[config.mk]
export PLATFORM = sky130hd
export DESIGN_NAME = aes_cipher_ctrl_flat
export DESIGN_NICKNAME = d
export VERILOG_FILES = /design/src/rtl/aes_cipher_ctrl_if.sv /design/src/rtl/aes_cipher_ctrl.sv /design/src/flat_wrapper.sv
export SDC_FILE = /design/constraint.sdc
export NUM_CORES = 1
export LEC_CHECK = 0
export ABC_AREA = 1
export CAP_MARGIN = 40
export CORE_MARGIN = 10
export CORE_UTILIZATION = 46
export DETAILED_ROUTE_END_ITERATION = 10
export MAX_ROUTING_LAYER = met4
export PLACE_DENSITY = 0.95
export SLEW_MARGIN = 20
export SYNTH_ARGS = -nofsm -noshare
export SYNTH_HDL_FRONTEND = slang
export SYNTH_SLANG_ARGS = --single-unit
[constraint.sdc]
create_clock -name clk_i -period 2.3 [get_ports clk_i]
set_clock_uncertainty 0.15 [all_clocks]
set_input_delay 0.23 -clock clk_i [delete_from_list [all_inputs] [get_ports clk_i]]
set_output_delay 0.23 -clock clk_i [all_outputs]
set_load 0.02 [all_outputs]
[src/rtl/aes_cipher_ctrl_if.sv]
// Handshake and control bundle between the top-level AES control FSM (master)
// and the cipher round-sequencing controller (slave / responder).
interface aes_cipher_ctrl_if;
    // Request handshake and qualifiers
    logic       in_valid_i;
    logic       in_ready_o;
    logic       start_i;
    logic       dec_key_gen_i;
    logic       key_clear_i;
    logic       data_out_clear_i;
    logic       op_i;
    logic [2:0] key_len_i;

    // Completion handshake
    logic       out_valid_o;
    logic       out_ready_i;

    // Latched request state
    logic       dec_key_gen_o;
    logic       key_clear_o;
    logic       data_out_clear_o;
    logic       op_o;
    logic [2:0] key_len_o;
    logic [3:0] round_o;

    // Datapath register control
    logic [1:0] state_sel_o;
    logic       state_we_o;
    logic [1:0] add_rk_sel_o;
    logic [1:0] key_full_sel_o;
    logic       key_full_we_o;
    logic       key_dec_sel_o;
    logic       key_dec_we_o;
    logic       key_expand_step_o;
    logic       key_expand_clear_o;

    modport slave (
        input  in_valid_i, out_ready_i, start_i, dec_key_gen_i, key_clear_i,
               data_out_clear_i, op_i, key_len_i,
        output in_ready_o, out_valid_o, dec_key_gen_o, key_clear_o, data_out_clear_o,
               op_o, key_len_o, round_o, state_sel_o, state_we_o, add_rk_sel_o,
               key_full_sel_o, key_full_we_o, key_dec_sel_o, key_dec_we_o,
               key_expand_step_o, key_expand_clear_o
    );

    modport master (
        output in_valid_i, out_ready_i, start_i, dec_key_gen_i, key_clear_i,
               data_out_clear_i, op_i, key_len_i,
        input  in_ready_o, out_valid_o, dec_key_gen_o, key_clear_o, data_out_clear_o,
               op_o, key_len_o, round_o, state_sel_o, state_we_o, add_rk_sel_o,
               key_full_sel_o, key_full_we_o, key_dec_sel_o, key_dec_we_o,
               key_expand_step_o, key_expand_clear_o
    );
endinterface

[src/rtl/aes_cipher_ctrl.sv]
// AES cipher round-sequencing controller: accepts start / key-gen / clear
// requests, walks INIT -> ROUND x (Nr-1) -> FINISH, and drives the selects and
// write enables of the state, full-key and decryption-key registers.
module aes_cipher_ctrl (
    input  logic             clk_i,
    input  logic             rst_i,
    aes_cipher_ctrl_if.slave ctrl
);
    // Datapath mux encodings
    localparam logic [1:0] STATE_INIT        = 2'd0;
    localparam logic [1:0] STATE_ROUND       = 2'd1;
    localparam logic [1:0] STATE_CLEAR       = 2'd2;
    localparam logic [1:0] ADD_RK_INIT       = 2'd0;
    localparam logic [1:0] ADD_RK_ROUND      = 2'd1;
    localparam logic [1:0] ADD_RK_FINAL      = 2'd2;
    localparam logic [1:0] KEY_FULL_ENC_INIT = 2'd0;
    localparam logic [1:0] KEY_FULL_DEC_INIT = 2'd1;
    localparam logic [1:0] KEY_FULL_ROUND    = 2'd2;
    localparam logic [1:0] KEY_FULL_CLEAR    = 2'd3;
    localparam logic       KEY_DEC_EXPAND    = 1'b0;
    localparam logic       KEY_DEC_CLEAR     = 1'b1;
    localparam logic       CIPH_FWD          = 1'b0;
    localparam logic       CIPH_INV          = 1'b1;
    localparam logic [2:0] AES_128           = 3'b001;
    localparam logic [2:0] AES_192           = 3'b010;
    localparam logic [2:0] AES_256           = 3'b100;

    // FSM states
    localparam logic [2:0] S_IDLE   = 3'd0;
    localparam logic [2:0] S_INIT   = 3'd1;
    localparam logic [2:0] S_ROUND  = 3'd2;
    localparam logic [2:0] S_FINISH = 3'd3;
    localparam logic [2:0] S_CLEAR  = 3'd4;

    logic [2:0] r_state;
    logic       r_dec_key_gen;
    logic       r_key_clear;
    logic       r_data_out_clear;
    logic       r_op;
    logic [2:0] r_key_len;
    logic [3:0] r_round;

    logic [2:0] w_state_d;
    logic       w_dec_key_gen_d;
    logic       w_key_clear_d;
    logic       w_data_out_clear_d;
    logic       w_op_d;
    logic [2:0] w_key_len_d;
    logic [3:0] w_round_d;

    logic [2:0] w_key_len_in;
    logic [3:0] w_last_round;
    logic       w_accept_start;
    logic       w_accept_clear;
    logic       w_dec_init;

    // Normalise the requested key length; anything not one-hot runs as AES-128
    always_comb begin
        case (ctrl.key_len_i)
            AES_192: w_key_len_in = AES_192;
            AES_256: w_key_len_in = AES_256;
            default: w_key_len_in = AES_128;
        endcase
    end

    // Index of the last full round (Nr-1) for the latched key length
    always_comb begin
        case (r_key_len)
            AES_192: w_last_round = 4'd11;
            AES_256: w_last_round = 4'd13;
            default: w_last_round = 4'd9;
        endcase
    end

    assign w_accept_start = (r_state == S_IDLE) & ctrl.in_valid_i & ctrl.start_i;
    assign w_accept_clear = (r_state == S_IDLE) & ctrl.in_valid_i & ~ctrl.start_i &
                            (ctrl.key_clear_i | ctrl.data_out_clear_i);

    // Inverse cipher without key generation starts from the stored decryption key
    assign w_dec_init = (r_op == CIPH_INV) & ~r_dec_key_gen;

    // Next-state and latched-request logic
    always_comb begin
        w_state_d          = r_state;
        w_dec_key_gen_d    = r_dec_key_gen;
        w_key_clear_d      = r_key_clear;
        w_data_out_clear_d = r_data_out_clear;
        w_op_d             = r_op;
        w_key_len_d        = r_key_len;
        w_round_d          = r_round;

        case (r_state)
            S_IDLE: begin
                if (w_accept_start) begin
                    w_op_d             = ctrl.op_i;
                    w_key_len_d        = w_key_len_in;
                    w_dec_key_gen_d    = ctrl.dec_key_gen_i;
                    w_key_clear_d      = 1'b0;
                    w_data_out_clear_d = 1'b0;
                    w_round_d          = 4'd0;
                    w_state_d          = S_INIT;
                end else if (w_accept_clear) begin
                    w_key_clear_d      = ctrl.key_clear_i;
                    w_data_out_clear_d = ctrl.data_out_clear_i;
                    w_state_d          = S_CLEAR;
                end
                // A request with no qualifier is accepted and dropped.
            end

            S_INIT: begin
                w_round_d = 4'd1;
                w_state_d = S_ROUND;
            end

            S_ROUND: begin
                w_round_d = r_round + 4'd1;
                if (r_round == w_last_round) begin
                    w_state_d = S_FINISH;
                end
            end

            S_FINISH, S_CLEAR: begin
                if (ctrl.out_ready_i) begin
                    w_dec_key_gen_d    = 1'b0;
                    w_key_clear_d      = 1'b0;
                    w_data_out_clear_d = 1'b0;
                    w_state_d          = S_IDLE;
                end
            end

            default: w_state_d = S_IDLE;
        endcase
    end

    // State and request registers; reset aborts straight to IDLE
    always_ff @(posedge clk_i or posedge rst_i) begin
        if (rst_i) begin
            r_state          <= S_IDLE;
            r_dec_key_gen    <= 1'b0;
            r_key_clear      <= 1'b0;
            r_data_out_clear <= 1'b0;
            r_op             <= CIPH_FWD;
            r_key_len        <= 3'b000;
            r_round          <= 4'd0;
        end else begin
            r_state          <= w_state_d;
            r_dec_key_gen    <= w_dec_key_gen_d;
            r_key_clear      <= w_key_clear_d;
            r_data_out_clear <= w_data_out_clear_d;
            r_op             <= w_op_d;
            r_key_len        <= w_key_len_d;
            r_round          <= w_round_d;
        end
    end

    // Handshake and datapath control decoded from the current state
    always_comb begin
        ctrl.in_ready_o         = 1'b0;
        ctrl.out_valid_o        = 1'b0;
        ctrl.state_sel_o        = STATE_INIT;
        ctrl.state_we_o         = 1'b0;
        ctrl.add_rk_sel_o       = ADD_RK_INIT;
        ctrl.key_full_sel_o     = KEY_FULL_ENC_INIT;
        ctrl.key_full_we_o      = 1'b0;
        ctrl.key_dec_sel_o      = KEY_DEC_EXPAND;
        ctrl.key_dec_we_o       = 1'b0;
        ctrl.key_expand_step_o  = 1'b0;
        ctrl.key_expand_clear_o = 1'b0;

        case (r_state)
            S_IDLE: begin
                ctrl.in_ready_o         = 1'b1;
                // Restart rcon together with the accept so INIT sees round 0
                ctrl.key_expand_clear_o = w_accept_start;
            end

            S_INIT: begin
                ctrl.state_sel_o    = STATE_INIT;
                ctrl.add_rk_sel_o   = ADD_RK_INIT;
                ctrl.state_we_o     = ~r_dec_key_gen;
                ctrl.key_full_sel_o = w_dec_init ? KEY_FULL_DEC_INIT : KEY_FULL_ENC_INIT;
                ctrl.key_full_we_o  = 1'b1;
            end

            S_ROUND: begin
                ctrl.state_sel_o       = STATE_ROUND;
                ctrl.add_rk_sel_o      = ADD_RK_ROUND;
                ctrl.state_we_o        = ~r_dec_key_gen;
                ctrl.key_full_sel_o    = KEY_FULL_ROUND;
                ctrl.key_full_we_o     = 1'b1;
                ctrl.key_expand_step_o = 1'b1;
            end

            S_FINISH: begin
                ctrl.out_valid_o   = 1'b1;
                ctrl.state_sel_o   = STATE_ROUND;
                ctrl.add_rk_sel_o  = ADD_RK_FINAL;
                // Final round result lands only in the handshake cycle
                ctrl.state_we_o    = ctrl.out_ready_i & ~r_dec_key_gen;
                ctrl.key_dec_sel_o = KEY_DEC_EXPAND;
                ctrl.key_dec_we_o  = ctrl.out_ready_i & r_dec_key_gen;
            end

            S_CLEAR: begin
                ctrl.out_valid_o = 1'b1;
                // Clear writes repeat every cycle until the handshake; harmless
                if (r_key_clear) begin
                    ctrl.key_full_sel_o     = KEY_FULL_CLEAR;
                    ctrl.key_full_we_o      = 1'b1;
                    ctrl.key_dec_sel_o      = KEY_DEC_CLEAR;
                    ctrl.key_dec_we_o       = 1'b1;
                    ctrl.key_expand_clear_o = 1'b1;
                end
                if (r_data_out_clear) begin
                    ctrl.state_sel_o = STATE_CLEAR;
                    ctrl.state_we_o  = 1'b1;
                end
            end

            default: ;
        endcase
    end

    assign ctrl.dec_key_gen_o    = r_dec_key_gen;
    assign ctrl.key_clear_o      = r_key_clear;
    assign ctrl.data_out_clear_o = r_data_out_clear;
    assign ctrl.op_o             = r_op;
    assign ctrl.key_len_o        = r_key_len;
    assign ctrl.round_o          = r_round;
endmodule

[src/flat_wrapper.sv]
// flat-port wrapper written by rule: the top's interface ports become plain ports
module aes_cipher_ctrl_flat 
  (clk_i, rst_i, ctrl_in_valid_i, ctrl_out_ready_i, ctrl_start_i, ctrl_dec_key_gen_i, ctrl_key_clear_i, ctrl_data_out_clear_i, ctrl_op_i, ctrl_key_len_i, ctrl_in_ready_o, ctrl_out_valid_o, ctrl_dec_key_gen_o, ctrl_key_clear_o, ctrl_data_out_clear_o, ctrl_op_o, ctrl_key_len_o, ctrl_round_o, ctrl_state_sel_o, ctrl_state_we_o, ctrl_add_rk_sel_o, ctrl_key_full_sel_o, ctrl_key_full_we_o, ctrl_key_dec_sel_o, ctrl_key_dec_we_o, ctrl_key_expand_step_o, ctrl_key_expand_clear_o);
  aes_cipher_ctrl_if ctrl_i ();
  input  logic clk_i;
  input  logic rst_i;
  input wire logic [$bits(ctrl_i.in_valid_i)-1:0] ctrl_in_valid_i;
  input wire logic [$bits(ctrl_i.out_ready_i)-1:0] ctrl_out_ready_i;
  input wire logic [$bits(ctrl_i.start_i)-1:0] ctrl_start_i;
  input wire logic [$bits(ctrl_i.dec_key_gen_i)-1:0] ctrl_dec_key_gen_i;
  input wire logic [$bits(ctrl_i.key_clear_i)-1:0] ctrl_key_clear_i;
  input wire logic [$bits(ctrl_i.data_out_clear_i)-1:0] ctrl_data_out_clear_i;
  input wire logic [$bits(ctrl_i.op_i)-1:0] ctrl_op_i;
  input wire logic [$bits(ctrl_i.key_len_i)-1:0] ctrl_key_len_i;
  output wire logic [$bits(ctrl_i.in_ready_o)-1:0] ctrl_in_ready_o;
  output wire logic [$bits(ctrl_i.out_valid_o)-1:0] ctrl_out_valid_o;
  output wire logic [$bits(ctrl_i.dec_key_gen_o)-1:0] ctrl_dec_key_gen_o;
  output wire logic [$bits(ctrl_i.key_clear_o)-1:0] ctrl_key_clear_o;
  output wire logic [$bits(ctrl_i.data_out_clear_o)-1:0] ctrl_data_out_clear_o;
  output wire logic [$bits(ctrl_i.op_o)-1:0] ctrl_op_o;
  output wire logic [$bits(ctrl_i.key_len_o)-1:0] ctrl_key_len_o;
  output wire logic [$bits(ctrl_i.round_o)-1:0] ctrl_round_o;
  output wire logic [$bits(ctrl_i.state_sel_o)-1:0] ctrl_state_sel_o;
  output wire logic [$bits(ctrl_i.state_we_o)-1:0] ctrl_state_we_o;
  output wire logic [$bits(ctrl_i.add_rk_sel_o)-1:0] ctrl_add_rk_sel_o;
  output wire logic [$bits(ctrl_i.key_full_sel_o)-1:0] ctrl_key_full_sel_o;
  output wire logic [$bits(ctrl_i.key_full_we_o)-1:0] ctrl_key_full_we_o;
  output wire logic [$bits(ctrl_i.key_dec_sel_o)-1:0] ctrl_key_dec_sel_o;
  output wire logic [$bits(ctrl_i.key_dec_we_o)-1:0] ctrl_key_dec_we_o;
  output wire logic [$bits(ctrl_i.key_expand_step_o)-1:0] ctrl_key_expand_step_o;
  output wire logic [$bits(ctrl_i.key_expand_clear_o)-1:0] ctrl_key_expand_clear_o;
  assign ctrl_i.in_valid_i = ctrl_in_valid_i;
  assign ctrl_i.out_ready_i = ctrl_out_ready_i;
  assign ctrl_i.start_i = ctrl_start_i;
  assign ctrl_i.dec_key_gen_i = ctrl_dec_key_gen_i;
  assign ctrl_i.key_clear_i = ctrl_key_clear_i;
  assign ctrl_i.data_out_clear_i = ctrl_data_out_clear_i;
  assign ctrl_i.op_i = ctrl_op_i;
  assign ctrl_i.key_len_i = ctrl_key_len_i;
  assign ctrl_in_ready_o = ctrl_i.in_ready_o;
  assign ctrl_out_valid_o = ctrl_i.out_valid_o;
  assign ctrl_dec_key_gen_o = ctrl_i.dec_key_gen_o;
  assign ctrl_key_clear_o = ctrl_i.key_clear_o;
  assign ctrl_data_out_clear_o = ctrl_i.data_out_clear_o;
  assign ctrl_op_o = ctrl_i.op_o;
  assign ctrl_key_len_o = ctrl_i.key_len_o;
  assign ctrl_round_o = ctrl_i.round_o;
  assign ctrl_state_sel_o = ctrl_i.state_sel_o;
  assign ctrl_state_we_o = ctrl_i.state_we_o;
  assign ctrl_add_rk_sel_o = ctrl_i.add_rk_sel_o;
  assign ctrl_key_full_sel_o = ctrl_i.key_full_sel_o;
  assign ctrl_key_full_we_o = ctrl_i.key_full_we_o;
  assign ctrl_key_dec_sel_o = ctrl_i.key_dec_sel_o;
  assign ctrl_key_dec_we_o = ctrl_i.key_dec_we_o;
  assign ctrl_key_expand_step_o = ctrl_i.key_expand_step_o;
  assign ctrl_key_expand_clear_o = ctrl_i.key_expand_clear_o;
  aes_cipher_ctrl u_core (.clk_i(clk_i), .rst_i(rst_i), .ctrl(ctrl_i));
endmodule
==> results of run 1 <==
==> power groups by stage <==
| stage | sequential [mW] | combinational [mW] | clock (mW) |
|---|---|---|---|
| after floorplan | 0.536 | 0.711 | 0 |
| after global placement | 0.453 | 1.29 | 0 |
| after detailed placement | 0.460 | 1.32 | 0 |
| after CTS | 0.460 | 1.30 | 0.184 |
| after global routing | 0.479 | 1.38 | 0.192 |
| final | 0.461 | 1.28 | 0.184 |
==> synthesized netlist by cell type (2+ instances only) <==
cell	instances	share of area (%)
nand2_1	26	11
inv_1	20	8.1
dfrtp_1	14	38
nand3_1	12	6.5
nor2_1	5	2.0
o21ai_1	5	2.7
inv_2	4	1.6
nand2_4	4	4.9
o21ai_0	4	2.2
nand4_1	3	2.0
nor2_2	3	2.0
inv_4	2	1.4
nand2_2	2	1.4
==> registers in the layout (all words and copies together) (netlist names) <==
name	flops
u_core.ctrl.data_out_clear_o	1
u_core.ctrl.key_len_o	3
u_core.ctrl.round_o	4
u_core.ctrl.dec_key_gen_o	1
u_core.r_state	3
u_core.ctrl.key_clear_o	1
u_core.ctrl.op_o	1
==> worst register-to-register path, cell delays in order (launching register included) <==
cell and delay (ns):
dfrtp_1 0.44, inv_2 0.13, nand3_4 0.10, nor3_4 0.18
buf_4 0.21, nor2_2 0.06, a21oi_1 0.13, o21ai_1 0.07
==> cell families (layout without fill, tap and decap cells) <==
family | Yosys count | after routing | synth area share (%)
compound gates | 17 | 17 | 12.5
simple gates | 60 | 60 | 35.9
flops | 14 | 14 | 37.9
xor+xnor | 1 | 1 | 0.947
buf+inv | 27 | 69 | 11.5
fa+ha+maj | 1 | 1 | 1.35
==> layer usage <==
| layer | up-vias | global-route usage (%) | part of all wire, % |
|---|---|---|---|
| met1 | 437 | 15.9 | 45 |
| met2 | 31 | 21.8 | 51 |
| met3 | 4 | 2.41 | 3.4 |
| met5 | - | - | 0 |
| met4 | 0 | 2.67 | 1.2 |
| li1 | 470 | - | - |
==> stage by stage <==
step / area (sq um) / setup slack (ns) / util, % / total power [mW] / instances
floorplan: 925 / 0.583 / - / 1.25 / 120
global placement: 1330 / 0.157 / 68.7 / 1.74 / 185
detailed placement: 1330 / 0.138 / 68.7 / 1.78 / 185
CTS: 1360 / 0.0702 / 70.2 / 1.94 / 189
global route: 1360 / 0.00640 / 70.2 / 2.06 / 189
finish: 1360 / 0.0831 / 70.2 / 1.93 / 189
==> placed cells by master (no fill, tap or decap), types with 2 or more instances in the layout <==
cell	instances
buf_4	2
clkbuf_4	3
clkdlybuf4s50_1	30
dfrtp_1	14
dlygate4sd2_1	6
inv_1	20
inv_2	4
inv_4	2
nand2_1	26
nand2_2	2
nand2_4	4
nand3_1	12
nand4_1	3
nor2_1	5
nor2_2	3
o21ai_0	4
o21ai_1	5
==> how the worst max path moves through the flow <==
| stage | start | endpoint | slack (ns) |
|---|---|---|---|
| floorplan | u_core.r_state[0] | ctrl_key_full_sel_o[0] | 0.58 |
| global placement | ctrl_in_valid_i | ctrl_key_expand_clear_o | 0.16 |
| detailed placement | ctrl_in_valid_i | ctrl_key_expand_clear_o | 0.14 |
| CTS | u_core.r_state[2] | ctrl_key_expand_step_o | 0.07 |
| global route | u_core.r_state[2] | ctrl_key_expand_step_o | 0.006 |
| finish | u_core.r_state[2] | ctrl_key_expand_step_o | 0.08 |
==> repair_timing <==
action | in CTS | in global routing
gates resized for setup | 6 | 0
hold buffers | 0 | 0
setup endpoints to repair | 6 | 0
==> final cells by class <==
type / instances / area, sq um
fillers: 146 / 579
multi-input cells: 79 / 468
repair buffers: 38 / 368
flip-flops and latches: 14 / 350
inverters: 27 / 106
clock buffers: 4 / 36.3
well taps: 27 / 33.8
==> reports/qor.yml, run 1 <==
synthesis:
  synth-edff-count: 0
  ys_async_sr_fraction_pct: 100
  ys_warn_count: 0
  syn_area_sq_um: 925
  synth_ff_type: "dfrtp_1"
  ys_ff_latch: 14
  syn_nets: 133
  synth.distinct_cells: 29
  syn_avg_cell_area_sq_um: 7.71
  synthCells: 120
  yosysSeqAreaShare_pct: 37.9
drt:
  drt_wl_total_um: 2650
  drcViolationCount: 0
  vias_per_cell: 4.98
  drt_iter0_markers: 40
  first_pass_iters: 6
  ant_nets: 0
  avgRoutedWirePerCell_um: 14.0
  detailroute.via_count: 942
die:
  core_sq_mm: 0.00194
  chipWidth_um: 64.8
  fp-row-count: 16
  initial_core_util_pct: 47.6
  die_area_sq_mm: 0.00420
  die_y_um: 64.8
  io_pins: 37
power_and_ir_drop:
  internal_power_uw: 967
  leakagePower_nw: 0.696
  irDropWorstVdd_v: 0.000832
  pwr-share-seq_pct: 23.9
  p_clk_share_pct: 9.6
  sw_frac_of_total_pct: 49.8
  power-per-cell-area_mw_per_mm2: 1410
  switchingPower_uw: 960
  pwr-share-comb_pct: 66.5
worst_setup_path:
  r2r_cells: 7
  crit_path_end_kind: "output port"
  r2r_start: "u_core.r_state[0]"
  r2r_slack_ns: 0.74
  cpLargestDelayFamily: "buffers and inverters"
  critical_path_buf_inv_count: 3
  arrival_ns: 1.84
  cp_max_fo: 9
  start_kind: "register"
  criticalPathCategory: "register to output port"
  cp.depth: 5
  r2r-end: "u_core.ctrl.dec_key_gen_o"
  path_cells: "nor2_2 -> nand2_2 -> buf_4 -> inv_1 -> clkdlybuf4s50_1"
  cp_slowest_cell: "clkdlybuf4s50_1"
  required_ns: 1.92
  slowest_delay_ns: 0.60
final_layout:
  drive_above_1_share_pct: 16.7
  finalNetCount: 176
  area_growth_pct: 47.4
  antenna_cells: 0
timing:
  grt_setup_unrepaired: "false"
  finalMaxSlewViolations: 0
  worst_slew_pin_slew_ns: 0.539
  fin_setup_tns_ns: 0
  timing.fmax_ghz: 0.451
  min_period_ns: 2.22
  hold-worst-slack_ns: 0.130
  hold_viol_final: 0
  finalSetupViolCount: 0
  maxSlewHeadroom_pct: 64.0
  fin_crit_sh_pct: 96.4
cts:
  tritoncts: "done"
  clockBufferDepth: 2
  clk_latency_ns: 0.28
  post-cts-setup-buffer-count: 0
  cts_made_buffers: 3
  root_buffer: "clkbuf_4"
  clock-sinks: 14
  htreeDepth: 1
  cts.clk_slew.worst_paths_ns: 0.10
place:
  portBuffers: 36
  hpwl_um: 2150
  globalplace.congestion: 0.792
grt:
  gr-total-overflow: 0
  grt_antenna_before_repair: 0
  grt_pass1_wl_um: 4400
  grt_pass1_vias: 995
  grt_max_degree: 15
  grt_use_total_pct: 13.0
min_path:
  hold_path_class: "input pin to async pin"
run:
  maxCapViolations: 0
run_status:
  outcome: "finished clean"
(Power assumes the default switching activity.)
==> run 2: changes to the inputs <==
Settings changed: CAP_MARGIN 40 to 10.
Clock period 2.3 ns to 2.7 ns, I/O delays scaled along.
==> run 2 against run 1 <==
Compared with the run above:
- worst setup slack improved by 0.10 ns
- sequential share of layout area rose by 0.26 points
- via count rose by 3.7%
- first-iteration DRC count fell by 23%
- core utilization fell by 0.71 points
- critical path depth rose by 1
- worst hold slack improved by 0.046 ns
- combinational power fell by 13%
==> reports/qor.yml, run 2 (synthesis results as in run 1) <==
die:
  core_sq_mm: 0.00194
  fp-row-count: 16
  die_area_sq_mm: 0.00420
  initial_core_util_pct: 47.6
  io_pins: 37
  chipWidth_um: 64.8
  die_y_um: 64.8
place:
  place_ws_ns: 0.456
  hpwl_um: 2170
  dpl_cell_area_sq_mm: 0.00133
  portBuffers: 36
  dp_cells: 184
  globalplace.congestion: 0.797
power_and_ir_drop:
  leakagePower_nw: 0.662
  irDropWorstVdd_v: 0.000674
  power-per-cell-area_mw_per_mm2: 1210
final_layout:
  finalNetCount: 175
  area_growth_pct: 45.9
  largest_reg_flops: 4
  final_common_cell: "clkdlybuf4s50_1"
  fin_area_sq_mm: 0.00135
  utilization_pct: 69.5
  drive_above_1_share_pct: 15.6
  mostFrequentLayoutCells: "36 x clkdlybuf4s50_1, 26 x nand2_1, 20 x inv_1"
  layout.cells.non_filler: 187
  antenna_cells: 0
cts:
  clockBufferDepth: 2
  root_buffer: "clkbuf_4"
  cts_resized: 0
  tritoncts: "done"
  cts.clk_slew.worst_paths_ns: 0.09
  post-cts-setup-buffer-count: 0
  htreeDepth: 1
  hold_buffers: 0
  cts_made_buffers: 3
  clk_latency_ns: 0.28
  clock-sinks: 14
timing:
  finalMaxSlewViolations: 0
  finalSetupViolCount: 0
  grt_setup_unrepaired: "false"
  fin_crit_sh_pct: 93.1
  hold_viol_final: 0
  timing.fmax_ghz: 0.398
  timing.final.ws_setup_ns: 0.186
  fin_setup_tns_ns: 0
  min_period_ns: 2.51
  maxSlewHeadroom_pct: 62.4
  worst_slew_pin_slew_ns: 0.563
drt:
  vias_per_cell: 5.22
  drcViolationCount: 0
  first_pass_iters: 4
  avgRoutedWirePerCell_um: 14.4
  drt_iter0_markers: 31
  detailroute.via_count: 977
  ant_nets: 0
  drt_wl_total_um: 2700
worst_setup_path:
  crit_path_end_kind: "output port"
  required_ns: 2.28
  start_kind: "register"
  cp_max_fo: 10
  arrival_ns: 2.09
  criticalPathCategory: "register to output port"
grt:
  grt_use_total_pct: 13.2
  grt_antenna_before_repair: 0
  gr-total-overflow: 0
  grt_pass1_wl_um: 4390
  grt_max_degree: 15
  grt_pass1_vias: 1020
run_status:
  outcome: "finished clean"
min_path:
  hold_path_class: "input pin to async pin"
run:
  maxCapViolations: 0
==> run 2: cell count changes in the layout (fill, tap and decap cells not counted) <==
cell and delta:
buf_4 -1, clkdlybuf4s50_1 +6, dlygate4sd2_1 -6, clkbuf_8 -1
==> run 2: worst paths after layout <==
path / slack, ns / start / cells after the start / endpoint
max in group asynchronous: 1.85 / rst_i / 2 / u_core.ctrl.round_o[2]
max reg2reg: 1.15 / u_core.r_state[2] / 6 / u_core.ctrl.round_o[2]
min: 0.18 / rst_i / 2 / u_core.ctrl.key_clear_o
min reg2reg: 0.36 / u_core.r_state[1] / 2 / u_core.r_state[1]
max: 0.19 / u_core.r_state[2] / 6 / ctrl_state_we_o
min in group clk_i: 0.36 / u_core.r_state[1] / 2 / u_core.r_state[1]
==> run 2: final cells by class <==
cell class	instances	area (sq um)
multi-input combinational	79	468
tap	27	33.8
clock buffer	3	22.5
sequential	14	350
timing repair buffer	37	368
inverter	27	106
fill	148	593
==> run 2: stage by stage <==
| step | total power, mW | hold slack, ns |
|---|---|---|
| 4_1_cts | 1.64 | 0.189 |
| 3_3_place_gp | 1.47 | 0.329 |
| 2_1_floorplan | 1.06 | 0.00922 |
| 5_1_grt | 1.74 | 0.208 |
| 6_report | 1.63 | 0.176 |
| 3_5_place_dp | 1.51 | 0.340 |
==> run 2: where the power goes <==
group / internal, mW / switching (mW) / total, mW
clock network: 0.0518 / 0.0719 / 0.124
logic: 0.468 / 0.648 / 1.12
registers: 0.296 / 0.0945 / 0.391
==> run 2: layer usage <==
metal	global-route usage (%)	vias to the layer above	routed length, um
met5	-	-	0
met4	8.56	0	148
met3	3.44	17	152
met2	21.4	42	1320
met1	14.1	452	1070
li1	-	466	-
==> run 2: critical path: stages, from the launching register on <==
cell,delay (ns)
dfrtp_1,0.45
nor2_2,0.21
nand2_2,0.17
nand2_1,0.15
o21ai_0,0.09
o21ai_0,0.08
clkdlybuf4s50_1,0.65
